`src/rtl/cpu_state_loader.sv`:
```
// cpu_state_loader: debug loader that turns a byte stream into register-file or
// data-memory word writes while holding the pipelined CPU stalled.
//
// Frame: HDR (bit7 target, bits6:0 zero), ADDR, CNT, then CNT little-endian
// 4-byte words. Each completed word gets one WRITE cycle on the selected port.
// Writes to register index 0 are suppressed so r0 stays zero.
//
// Optional build macro LOADER_CHECKSUM_EN: adds a trailing checksum byte
// (XOR of all data bytes, seed 0x00) checked in a CSUM state before DONE.
// A mismatch sets err_o, but words already written stay written.
//
// Every output is taken directly from a flop. Bytes transfer on a rising
// clk_i edge when byte_valid_i and byte_ready_o are both high.

module cpu_state_loader #(
    parameter int DATA_W = 32,
    parameter int ADDR_W = 5
) (
    input  logic              clk_i,
    input  logic              rst_i,
    input  logic              byte_valid_i,
    input  logic [7:0]        byte_data_i,
    output logic              byte_ready_o,
    output logic              cpu_hold_o,
    output logic              rf_we_o,
    output logic [ADDR_W-1:0] rf_addr_o,
    output logic [DATA_W-1:0] rf_data_o,
    output logic              dm_we_o,
    output logic [ADDR_W-1:0] dm_addr_o,
    output logic [DATA_W-1:0] dm_data_o,
    output logic              done_o,
    output logic              err_o
);

    typedef enum logic [2:0] {
        S_IDLE,
        S_ADDR,
        S_CNT,
        S_DATA,
        S_WRITE,
`ifdef LOADER_CHECKSUM_EN
        S_CSUM,
`endif
        S_DONE
    } state_t;

    // State entered once the last word is written, or straight from CNT when N=0.
`ifdef LOADER_CHECKSUM_EN
    localparam state_t S_TAIL = S_CSUM;
`else
    localparam state_t S_TAIL = S_DONE;
`endif

    state_t            state_q, state_d;
    logic              target_q, target_d;   // 0 = register file, 1 = data memory
    logic [ADDR_W-1:0] addr_q, addr_d;
    logic [7:0]        cnt_q, cnt_d;         // words still to be written
    logic [1:0]        idx_q, idx_d;         // byte lane of the word being assembled
    logic [DATA_W-1:0] word_q, word_d;
    logic              err_q, err_d;
`ifdef LOADER_CHECKSUM_EN
    logic [7:0]        csum_q, csum_d;
`endif

    logic              ready_d, hold_d, done_d, write_d;
    logic              rf_we_d, dm_we_d;
    logic [ADDR_W-1:0] rf_addr_d, dm_addr_d;
    logic [DATA_W-1:0] rf_data_d, dm_data_d;
    logic              accept;

    assign accept = byte_valid_i && byte_ready_o;

    // Next-state, datapath and next-output decode.
    always_comb begin
        // NOTE: every signal gets a default first so no path can infer a latch.
        state_d  = state_q;
        target_d = target_q;
        addr_d   = addr_q;
        cnt_d    = cnt_q;
        idx_d    = idx_q;
        word_d   = word_q;
        err_d    = err_q;
`ifdef LOADER_CHECKSUM_EN
        csum_d   = csum_q;
`endif

        case (state_q)
            S_IDLE: begin
                if (accept) begin
                    if (byte_data_i[6:0] != 7'd0) begin
                        err_d = 1'b1;    // malformed header: drop it, never hold
                    end else begin
                        target_d = byte_data_i[7];
                        state_d  = S_ADDR;
`ifdef LOADER_CHECKSUM_EN
                        csum_d   = 8'h00;
`endif
                    end
                end
            end
            S_ADDR: begin
                if (accept) begin
                    addr_d  = byte_data_i[ADDR_W-1:0];
                    state_d = S_CNT;
                end
            end
            S_CNT: begin
                if (accept) begin
                    cnt_d   = byte_data_i;
                    idx_d   = 2'd0;
                    word_d  = '0;
                    state_d = (byte_data_i == 8'd0) ? S_TAIL : S_DATA;
                end
            end
            S_DATA: begin
                if (accept) begin
                    word_d[{idx_q, 3'b000} +: 8] = byte_data_i;
                    idx_d = idx_q + 2'd1;
`ifdef LOADER_CHECKSUM_EN
                    csum_d = csum_q ^ byte_data_i;
`endif
                    if (idx_q == 2'd3) begin
                        state_d = S_WRITE;
                    end
                end
            end
            S_WRITE: begin
                addr_d  = addr_q + ADDR_W'(1);   // wraps modulo 2^ADDR_W
                cnt_d   = cnt_q - 8'd1;
                state_d = (cnt_q == 8'd1) ? S_TAIL : S_DATA;
            end
`ifdef LOADER_CHECKSUM_EN
            S_CSUM: begin
                if (accept) begin
                    if (byte_data_i != csum_q) begin
                        err_d = 1'b1;
                    end
                    state_d = S_DONE;
                end
            end
`endif
            S_DONE: begin
                state_d = S_IDLE;
            end
            default: begin
                state_d = S_IDLE;
            end
        endcase

        // Outputs are decoded from the next state so they can be registered
        // and still line up with the state they describe.
        write_d   = (state_d == S_WRITE);
        ready_d   = (state_d != S_WRITE) && (state_d != S_DONE);
        hold_d    = (state_d != S_IDLE);
        done_d    = (state_d == S_DONE);
        rf_we_d   = write_d && !target_d && (addr_d != '0);
        dm_we_d   = write_d && target_d;
        rf_addr_d = (write_d && !target_d) ? addr_d : '0;
        rf_data_d = (write_d && !target_d) ? word_d : '0;
        dm_addr_d = dm_we_d ? addr_d : '0;
        dm_data_d = dm_we_d ? word_d : '0;
    end

    // State and datapath registers; reset abandons any frame in progress.
    always_ff @(posedge clk_i or negedge rst_i) begin
        if (!rst_i) begin
            state_q  <= S_IDLE;
            target_q <= 1'b0;
            addr_q   <= '0;
            cnt_q    <= 8'd0;
            idx_q    <= 2'd0;
            word_q   <= '0;
            err_q    <= 1'b0;
`ifdef LOADER_CHECKSUM_EN
            csum_q   <= 8'h00;
`endif
        end else begin
            // NOTE: sequential state uses non-blocking assignments so every
            // flop samples the pre-edge values.
            state_q  <= state_d;
            target_q <= target_d;
            addr_q   <= addr_d;
            cnt_q    <= cnt_d;
            idx_q    <= idx_d;
            word_q   <= word_d;
            err_q    <= err_d;
`ifdef LOADER_CHECKSUM_EN
            csum_q   <= csum_d;
`endif
        end
    end

    // Output registers.
    always_ff @(posedge clk_i or negedge rst_i) begin
        if (!rst_i) begin
            byte_ready_o <= 1'b1;
            cpu_hold_o   <= 1'b0;
            rf_we_o      <= 1'b0;
            rf_addr_o    <= '0;
            rf_data_o    <= '0;
            dm_we_o      <= 1'b0;
            dm_addr_o    <= '0;
            dm_data_o    <= '0;
            done_o       <= 1'b0;
        end else begin
            byte_ready_o <= ready_d;
            cpu_hold_o   <= hold_d;
            rf_we_o      <= rf_we_d;
            rf_addr_o    <= rf_addr_d;
            rf_data_o    <= rf_data_d;
            dm_we_o      <= dm_we_d;
            dm_addr_o    <= dm_addr_d;
            dm_data_o    <= dm_data_d;
            done_o       <= done_d;
        end
    end

    assign err_o = err_q;

endmodule

```
`config.mk`:
```
export PLATFORM = sky130hd
export DESIGN_NAME = cpu_state_loader
export DESIGN_NICKNAME = d
export VERILOG_FILES = /design/src/rtl/cpu_state_loader.sv
export SDC_FILE = /design/constraint.sdc
export NUM_CORES = 1
export LEC_CHECK = 0
export CAP_MARGIN = 10
export CORE_AREA = 2 2 104 106
export DETAILED_ROUTE_END_ITERATION = 16
export DIE_AREA = 0 0 106 108
export PLACE_DENSITY_LB_ADDON = 0.08
export SKIP_LAST_GASP = 1
export SLEW_MARGIN = 20
export SYNTH_ARGS = -nofsm -noshare
export SYNTH_HDL_FRONTEND = slang
export SYNTH_SLANG_ARGS = --single-unit
export TNS_END_PERCENT = 30
```
`constraint.sdc`:
```
create_clock -name clk_i -period 2.4 [get_ports clk_i]
set_input_delay 0.48 -clock clk_i [delete_from_list [all_inputs] [get_ports clk_i]]
set_output_delay 0.48 -clock clk_i [all_outputs]
set_load 0.01 [all_outputs]
```
Word level (Yosys, flattened, before mapping)
Cells that the tools add are included.
{ "word_totals": {"ff_bits": 131, "elab_cells": 77} }
{ "op_classes": {"add_sub_neg": 4, "n_eq_ne": 12, "shifts": 2, "mux": 27, "reduce_logical": 16} }
{ "ops": {"columns": ["operator", "n"], "rows": [
  ["$mux W32", 4],
  ["$pmux W32 S2", 1],
  ["$bwmux W32", 1],
  ["$shift A8 B7 Y32 const A", 1],
  ["$shiftx A8 B7 Y32", 1],
  ["$mux W3", 8],
  ["$pmux W8 S2", 1],
  ["$mux W5", 3],
  ["$pmux W3 S5", 1],
  ["$pmux W5 S2", 1],
  ["$eq A3 B3 Y1 const B", 3],
  ["$eq A8 B1 Y1 const B", 1],
  ["$logic_not A8 Y1", 1],
  ["$mux W8", 1],
  ["$sub A8 B1 Y8 const B", 1],
  ["$neg A5 Y7", 1],
  ["$reduce_bool A7 Y1", 1],
  ["$eq A3 B2 Y1 const B", 2],
  ["$ne A3 B3 Y1 const B", 2],
  ["$reduce_and A3 Y1", 2],
  ["$add A5 B1 Y5 const B", 1],
  ["$logic_and A1 B1 Y1", 5],
  ["$reduce_bool A5 Y1", 1],
  ["$mux W2", 2],
  ["11 further kinds", 15]
]} }

Logic depth before layout (Yosys ltp)
Gate-level depths: netlist of run 1.
{ "depth": {"word_depth": 7, "mapped_depth": 8, "depth_no_buf": 7} }

Worst setup path after synthesis of run 1
OpenSTA, ideal clock, no wires.
{ "synth_path": {"path_type": "register to register", "start": "register byte_ready_o", "end": "register rf_data_o[23]", "arrival_time_ns": 1.951, "slack_ns": 0.380, "stages_incl_launch_ff": 9, "synth_period_minus_slack_ns": 2.020, "path_cell_list": "dfstp_2 > and3b_1 > buf_2 > nand4_1 > mux2_4 > or3_4 > buf_6 > buf_12 > nor2_4"} }
{ "synth_via": {"elab_chain_cells": 6, "word_cells_on_any_way": 15, "cone_classes": "eq/ne (1); mux (11); reduce/logical (3)"} }
{ "synth_rtl": {"columns": ["element", "line_no", "text"], "rows": [
  ["start, declared", "23", "output logic byte_ready_o,"],
  ["start signal, assigned", "206", "byte_ready_o <= ready_d;"],
  ["$logic_and A1 B1 Y1", "71", "assign accept = byte_valid_i && byte_ready_o;"],
  ["$mux W1", "89", "if (accept) begin"],
  ["$mux W1", "87", "case (state_q)"],
  ["net target_d", "55", "logic target_q, target_d;"],
  ["$logic_not A1 Y1", "159", "rf_data_d = (write_d && !target_d) ? word_d : '0;"],
  ["$logic_and A1 B1 Y1", "159", null],
  ["$mux W32", "159", null],
  ["net rf_data_d[23]", "68", "logic [DATA_W-1:0] rf_data_d, dm_data_d;"],
  ["end signal, assigned", "210", "rf_data_o <= rf_data_d;"],
  ["end, declared", "27", "output logic [DATA_W-1:0] rf_data_o,"]
]} }
The timed path passes the listed nets, and every way through them passes these cells.
A chain may end at the register's enable or synchronous reset.

Final worst setup path of run 1
{ "layout_path": {"start": "register byte_ready_o", "end": "output byte_ready_o"} }
No word-level cell between the ends.

==> results.txt, run 1 <==
CP max FO = 5
Sequential share of the synthesized area = 63.0%
Worst path slowest cell = dfstp_2
Startpoint Class = register
Power density over cell area = 951 mW/mm²
TritonCTS Buffers = 17
Clock Sinks = 131
WL per Instance = 16.5 µm
Met3 GRT Util = 5.36%
Gr usage total = 22.4%
Compound-Gate Fraction of Synth Area = 12.2%
Mean Syn Cell Area = 11.8 µm²
CP max stage delay = 580 ps
Root Buffer = clkbuf_8
Pre-CTS setup slack = -180 ps
Mapped Area = 0.00521 mm²
I/O Buffers = 90
Simple-gate share of the synthesized area = 16.0%
Largest family of logic cells by synthesized area = simple AND/OR/NAND/NOR gates
Final wirelength = 12.0 mm
Overflow after GRT = 0
Crit path max-delay family = flip-flops
Final Cycle Share = 88.9%
Min Tclk post-route = 2130 ps
Min setup slack post-route = 267 ps
Die width = 106 µm
Drt pass-1 iters = 5
RSZ-0062 raised after global routing = false
Vias in the first global route = 3,675
Worst-path clk slew = 60 ps
Vias = 3,799
Fin Clk Skew = 5.20 ps
Post-DP HPWL = 8.25 mm
Leak = 3.40 nW
Antenna Cells = 0
Mux contribution to synthesized area = 0.889%
Worst hold path type = in -> async
Status = finished, final reports clean
Full die area = 0.0114 mm²
Die Ht = 108 µm
Worst Setup End Kind = output pin
Layout area overhead = 36.4%
Latest clock arrival within the worst-skew pair = 520 ps
Final std cells w/o fill = 728
Synth Area in Adders = 2.16%
I/O Pins = 91
GR met2 Demand/Resource = 34.2%
Worst slew pin tran = 509 ps
Synth Instances = 442
XOR/XNOR share of the synthesized area = 0%
Met1 usage = 31.5%
Antenna violations before repair = 0
TritonCTS clock tree = built
#FFs+latches synth = 131
Drt first-iter violations = 297
Fmax = 469 MHz
Share of cells above drive strength 1 = 19.6%
Crit. path cell count = 1
Netlist cell types = 50
Vias per cell = 5.22
Max-cap violations = 0
Final setup vio count = 0
Pins Over Slew Limit = 0
Final Hold Fails = 0
Ys Warns = 0
CP bufs+invs = 1
First-pass GRT wire length = 19.3 mm
Dpl cells = 696
GR peak layer = met2
# DRC = 0
WP data arrival = 1650 ps
Worst vdd ir = 0.568 mV
Largest net degree at the start of global routing = 60
Critical path class = reg -> out
Antenna Nets Post-Route = 0
Gpl congestion = 0.876
Depth of the CTS H-tree = 4
Clock tree buffer depth = 2
Setup Fix Bufs, Post-CTS = 0
CP cell instances = clkdlybuf4s50_1
Starting Density = 50.9%
Nets = 600
CORE AREA = 0.0102 mm²
Required time worst endpoint = 1920 ps
Net Count, Synth = 462
Row count = 37
Worst relative slew slack = 66.1%
Reg2reg path depth = 9
## layout make-up
cell class | instances | area [µm²]
Fill cell | 770 | 3130
Clock buffer | 18 | 428
Tap cell | 136 | 170
Sequential cell | 131 | 3280
Timing Repair Buffer | 138 | 1300
Clock inverter | 13 | 111
Inverter | 49 | 184
Multi-Input combinational cell | 243 | 1630
## final timing paths
kind | startpoint | end | slack [ps]
hold reg to reg | cnt_q[7]$_DFFE_PN0P_ | cnt_q[7]$_DFFE_PN0P_ | 500
setup / recovery | byte_ready_o$_DFF_PN1_ | byte_ready_o | 270
min in group clk_i | cnt_q[7]$_DFFE_PN0P_ | cnt_q[7]$_DFFE_PN0P_ | 500
setup reg to reg | idx_q[0]$_DFFE_PN0P_ | rf_data_o[10]$_DFF_PN0_ | 320
hold / removal | rst_i | dm_data_o[25]$_DFF_PN0_ | 480
max in group asynchronous | rst_i | dm_data_o[0]$_DFF_PN0_ | 1220
## cells in the final DEF (no fill, tap or decap), types with 2 or more instances in the layout
master,n
a211oi_1,2
a21o_1,2
a21oi_1,5
a22o_1,15
a22oi_1,32
a31oi_1,3
buf_12,3
buf_4,44
clkbuf_16,16
clkbuf_8,2
clkdlybuf4s50_1,89
clkinv_2,5
clkinvlp_4,4
dfrtp_1,130
ha_1,9
inv_1,48
inv_6,2
mux2i_1,2
nand2_1,19
nand3_1,5
nand4_1,5
nand4b_1,2
nor2_1,77
nor2_4,20
nor3_1,3
nor3_2,2
nor4_1,3
nor4_2,2
o211ai_1,3
o21ai_0,4
o221a_2,6
o32ai_1,3
## metrics by stage
stage | area [µm²] | hold WS [ps] | TNS (ps) | utilization, % | power, mW
after floorplan | 5210 | 184 | 0 | - | 3.80
after global placement | 6550 | 441 | -5050 | 64.0 | 4.37
after detailed placement | 6550 | 445 | -6700 | 64.0 | 4.42
after CTS | 7100 | 478 | 0 | 69.4 | 6.79
after global routing | 7100 | 505 | 0 | 69.4 | 7.10
final | 7100 | 479 | 0 | 69.4 | 6.76
## cell families (layout without fill, tap and decap cells)
logic type | Yosys count | in the layout
AND/OR/NAND/NOR | 149 | 149
adder cells (fa/ha/maj) | 9 | 9
AO/OA/AOI/OAI | 81 | 81
multiplexers | 4 | 4
flip-flops | 131 | 131
buffers and inverters | 68 | 218
## cells in the mapped netlist, drive strengths merged
cell type / count / area share (%)
nor2: 97 / 9.9
dfrtp: 130 / 62
o21ai: 4 / 0.38
nor3b: 2 / 0.38
nand3b: 1 / 0.14
clkinv: 1 / 0.072
nand4bb: 1 / 0.22
nand3: 5 / 0.48
ha: 9 / 2.2
or3: 2 / 0.34
clkbuf: 9 / 0.65
buf: 10 / 1.6
a41oi: 1 / 0.17
dfstp: 1 / 0.50
and3: 1 / 0.12
a21oi: 5 / 0.48
or3b: 1 / 0.17
o32ai: 3 / 0.50
a22o: 15 / 2.5
o211ai: 3 / 0.43
mux2i: 2 / 0.38
a32o: 1 / 0.19
nand2b: 1 / 0.12
a311oi: 1 / 0.17
a22oi: 32 / 4.6
o221a: 6 / 1.3
a211oi: 2 / 0.29
a31o: 1 / 0.17
nand2: 19 / 1.4
and3b: 1 / 0.17
nand4b: 2 / 0.34
a21o: 2 / 0.29
mux2: 2 / 0.50
a31oi: 3 / 0.36
and2: 1 / 0.12
a32oi: 1 / 0.17
inv: 48 / 3.5
o2bb2ai: 1 / 0.17
nand4: 5 / 0.60
nor4: 5 / 0.84
nor3: 5 / 0.67
## power breakdown
group / total [mW] / internal (mW) / switching, mW
Sequential: 2.74 / 2.51 / 0.228
Combinational: 1.67 / 0.692 / 0.975
Clock: 2.35 / 1.39 / 0.959
Total: 6.76 / 4.59 / 2.16
## routing by layer
layer	wire length [µm]	up-vias
li1	-	1776
met1	5450	1880
met2	5670	127
met3	698	16
met4	216	0
met5	0	-
## repair_timing
| item | in CTS | in global routing |
|---|---|---|
| hold endpoints to repair | 44 | 0 |
| gates resized for setup | 0 | 0 |
| hold buffers | 1 | 0 |
## sequential cells by signal (all words and copies together) (netlist names), 2 cells and up
| signal | flops |
|---|---|
| cnt_q | 8 |
| dm_data_o | 32 |
| rf_data_o | 32 |
| idx_q | 2 |
| state_q | 3 |
| rf_addr_o | 5 |
| word_q | 32 |
| dm_addr_o | 5 |
| addr_q | 5 |
No activity file was read; power rests on OpenSTA's default activity.
==> run 2: changes to the inputs <==
--- a/config.mk
+++ b/config.mk
@@ -5,10 +5,11 @@
 export SDC_FILE = /design/constraint.sdc
 export NUM_CORES = 1
 export LEC_CHECK = 0
+export ABC_AREA = 1
 export CAP_MARGIN = 10
-export CORE_AREA = 2 2 104 106
+export CORE_AREA = 2 2 105 107
 export DETAILED_ROUTE_END_ITERATION = 16
-export DIE_AREA = 0 0 106 108
+export DIE_AREA = 0 0 107 109
 export PLACE_DENSITY_LB_ADDON = 0.08
 export SKIP_LAST_GASP = 1
 export SLEW_MARGIN = 20
==> results.txt, run 2 <==
Starting Density = 51.9% (was 50.9%)
DP Area = 0.00661 mm² (was 0.00655 mm²)
Antenna violations before repair = 0 (unchanged)
Depth of the CTS H-tree = 4 (unchanged)
Setup_tns = 0 ps (unchanged)
Min Tclk post-route = 2090 ps (was 2130 ps)
Fin Clk Skew = 14.2 ps (was 5.20 ps)
Net Count, Synth = 592 (was 462)
I/O Buffers = 90 (unchanged)
Worst-path clk slew = 60 ps (about the same)
Clock tree buffer depth = 2 (unchanged)
Mean Syn Cell Area = 9.62 µm² (was 11.8 µm²)
Die width = 107 µm (was 106 µm)
Antenna Cells = 0 (unchanged)
CP cell instances = clkdlybuf4s50_1 (unchanged)
Synth top area cells = dfrtp_1 (59%), nor2_1 (7.2%), inv_1 (5.5%) (was dfrtp_1 (62%), nor2_1 (5.6%), a22oi_1 (4.6%))
Full die area = 0.0117 mm² (was 0.0114 mm²)
I/O Pins = 91 (unchanged)
Regs by FF count = dm_data_o (32), rf_data_o (32), word_q (32) (unchanged)
Worst Setup End Kind = output pin (unchanged)
Post-DP HPWL = 8.84 mm (was 8.25 mm)
WHS = 452 ps (was 479 ps)
Top sig layer = met4 (unchanged)
Post-synth EDFFs = 0 (unchanged)
Netlist cell types = 36 (was 50)
Ys flop type = dfrtp_1 (unchanged)
Max-cap violations = 0 (unchanged)
Layout area overhead = 31.3% (was 36.4%)
Worst vdd ir = 0.491 mV (was 0.568 mV)
Worst hold path type = in -> async (unchanged)
Register area = 0.00328 mm² (unchanged)
Fill cells = 804 (was 770)
Mapped Area = 0.00550 mm² (was 0.00521 mm²)
Root Buffer = clkbuf_8 (unchanged)
Worst slew pin tran = 489 ps (was 509 ps)
CP max stage delay = 550 ps (was 580 ps)
WP data arrival = 1610 ps (was 1650 ps)
Sequential share of the synthesized area = 59.6% (was 63.0%)
Share of the synthesized area in the top cell type = 59.1% (was 62.5%)
Vias in the first global route = 4,218 (was 3,675)
Final wirelength = 12.7 mm (was 12.0 mm)
#FFs+latches synth = 131 (unchanged)
Antenna Nets Post-Route = 0 (unchanged)
Flop2flop setup slack = 360 ps (was 320 ps)
Most common cell after layout, fill and taps aside = dfrtp_1 (unchanged)
TritonCTS clock tree = built (unchanged)
RSZ-0062 raised after global routing = false (unchanged)
Clock Sinks = 131 (unchanged)
Nets = 706 (was 600)
Setup Fix Bufs, Post-CTS = 0 (unchanged)
Gr usage total = 23.4% (was 22.4%)
WL met1 = 5.33 mm (was 5.45 mm)
TritonCTS Buffers = 17 (unchanged)
Startpoint Class = register (unchanged)
Final Hold Fails = 0 (unchanged)
Final Cycle Share = 87.1% (was 88.9%)
Row count = 38 (was 37)
Overflow after GRT = 0 (unchanged)
Status = finished, final reports clean (unchanged)
# DRC = 0 (unchanged)
Ys Warns = 0 (unchanged)
Met2 wire len = 6.45 mm (was 5.67 mm)
Hold Buf Count CTS = 1 (unchanged)
Synth area leader = dfrtp_1 (unchanged)
Critical path class = reg -> out (unchanged)
Fmax = 479 MHz (was 469 MHz)
Pins Over Slew Limit = 0 (unchanged)
Most common cell in the netlist = dfrtp_1 (unchanged)
CORE AREA = 0.0106 mm² (was 0.0102 mm²)
Cell area after layout = 0.00722 mm² (was 0.00710 mm²)
Die Ht = 109 µm (was 108 µm)
Commonest cells after routing, fill and taps aside = dfrtp_1 (130), nor2_1 (105), clkdlybuf4s50_1 (89) (was dfrtp_1 (130), clkdlybuf4s50_1 (89), nor2_1 (77))
Worst relative slew slack = 67.4% (was 66.1%)
First-pass GRT wire length = 20.7 mm (was 19.3 mm)
Drt pass-1 iters = 6 (was 5)
# resized after CTS = 0 (unchanged)
WL per Instance = 15.1 µm (was 16.5 µm)
Gpl congestion = 0.918 (was 0.876)
Synth cell count leaders = dfrtp_1 (130), nor2_1 (105), inv_1 (81) (was dfrtp_1 (130), nor2_1 (77), inv_1 (48))
Power density over cell area = 922 mW/mm² (was 951 mW/mm²)
Vias = 4,227 (was 3,799)
Latest clock arrival within the worst-skew pair = 540 ps (was 520 ps)
Synth Instances = 572 (was 442)
Leak = 3.54 nW (was 3.40 nW)
Final setup vio count = 0 (unchanged)
Met3 WL = 709 µm (was 698 µm)
CP bufs+invs = 1 (unchanged)
Largest net degree at the start of global routing = 52 (was 60)
Crit path max-delay family = flip-flops (unchanged)
Async set-reset flop share out of synthesis = 100% (unchanged)
Drt first-iter violations = 208 (was 297)
Worst path slowest cell = dfstp_2 (unchanged)
Vias per cell = 5.04 (was 5.22)
CP max FO = 4 (was 5)
Multi-input logic area = 0.00173 mm² (was 0.00163 mm²)
Required time worst endpoint = 1920 ps (about the same)
Share of cells above drive strength 1 = 15.7% (was 19.6%)
run 2: cell type report:
class                   count  share of cell area, %
well taps                 140                   2.43
inverters                  99                   5.20
clock inverters            13                   2.39
flip-flops and latches    131                   45.4
repair buffers            108                   14.7
multi-input cells         329                   23.9
clock buffers              19                   5.98
run 2: metrics by stage:
step           setup slack [ps]  cells  utilization (%)  total power, mW
2_1_floorplan               620    572                -             3.63
3_3_place_gp                111    806             62.3             3.99
3_5_place_dp               79.9    806             62.3             4.03
4_1_cts                     295    839             68.1             6.68
5_1_grt                     218    839             68.1             6.99
6_report                    310    839             68.1             6.66
run 2: path summary, 6_finish.rpt:
kind                       cells past startpoint                    from                      end
setup / recovery                               1  byte_ready_o$_DFF_PN1_             byte_ready_o
min in group clk_i                             2       err_o$_DFFE_PN0P_        err_o$_DFFE_PN0P_
max in group asynchronous                      3                   rst_i     word_q[27]$_DFF_PN0_
hold reg to reg                                2       err_o$_DFFE_PN0P_        err_o$_DFFE_PN0P_
setup reg to reg                               9    idx_q[1]$_DFFE_PN0P_  rf_data_o[17]$_DFF_PN0_
hold / removal                                 2                   rst_i  rf_data_o[30]$_DFF_PN0_
run 2: cell families (layout without fill, tap and decap cells):
kind of cell	Yosys count	after routing	synth area share (%)
AND/OR/NAND/NOR	249	249	20.4
flip-flops	131	131	59.6
buffers and inverters	112	239	9.01
AO/OA/AOI/OAI	68	68	8.44
adder cells (fa/ha/maj)	9	9	2.05
XOR/XNOR	3	3	0.478
run 2: routing by layer:
layer  vias to the layer above  GRT usage (%)
li1                       2007              -
met1                      2069           29.7
met2                       129           39.2
met3                        22           6.52
met4                         0           7.79
met5                         -              0
run 2: report_power, final:
group	internal (mW)	switching [mW]	total [mW]
registers	2.40	0.154	2.56
clock network	1.63	1.02	2.65
logic	0.455	0.995	1.45
==> run 3: changes to the inputs <==
--- a/config.mk
+++ b/config.mk
@@ -12,7 +12,7 @@
 export DIE_AREA = 0 0 107 109
 export PLACE_DENSITY_LB_ADDON = 0.08
 export SKIP_LAST_GASP = 1
-export SLEW_MARGIN = 20
+export SLEW_MARGIN = 30
 export SYNTH_ARGS = -nofsm -noshare
 export SYNTH_HDL_FRONTEND = slang
 export SYNTH_SLANG_ARGS = --single-unit
==> results of run 3 <==
The final DEF is identical to that of run 2; final timing and power are the same.
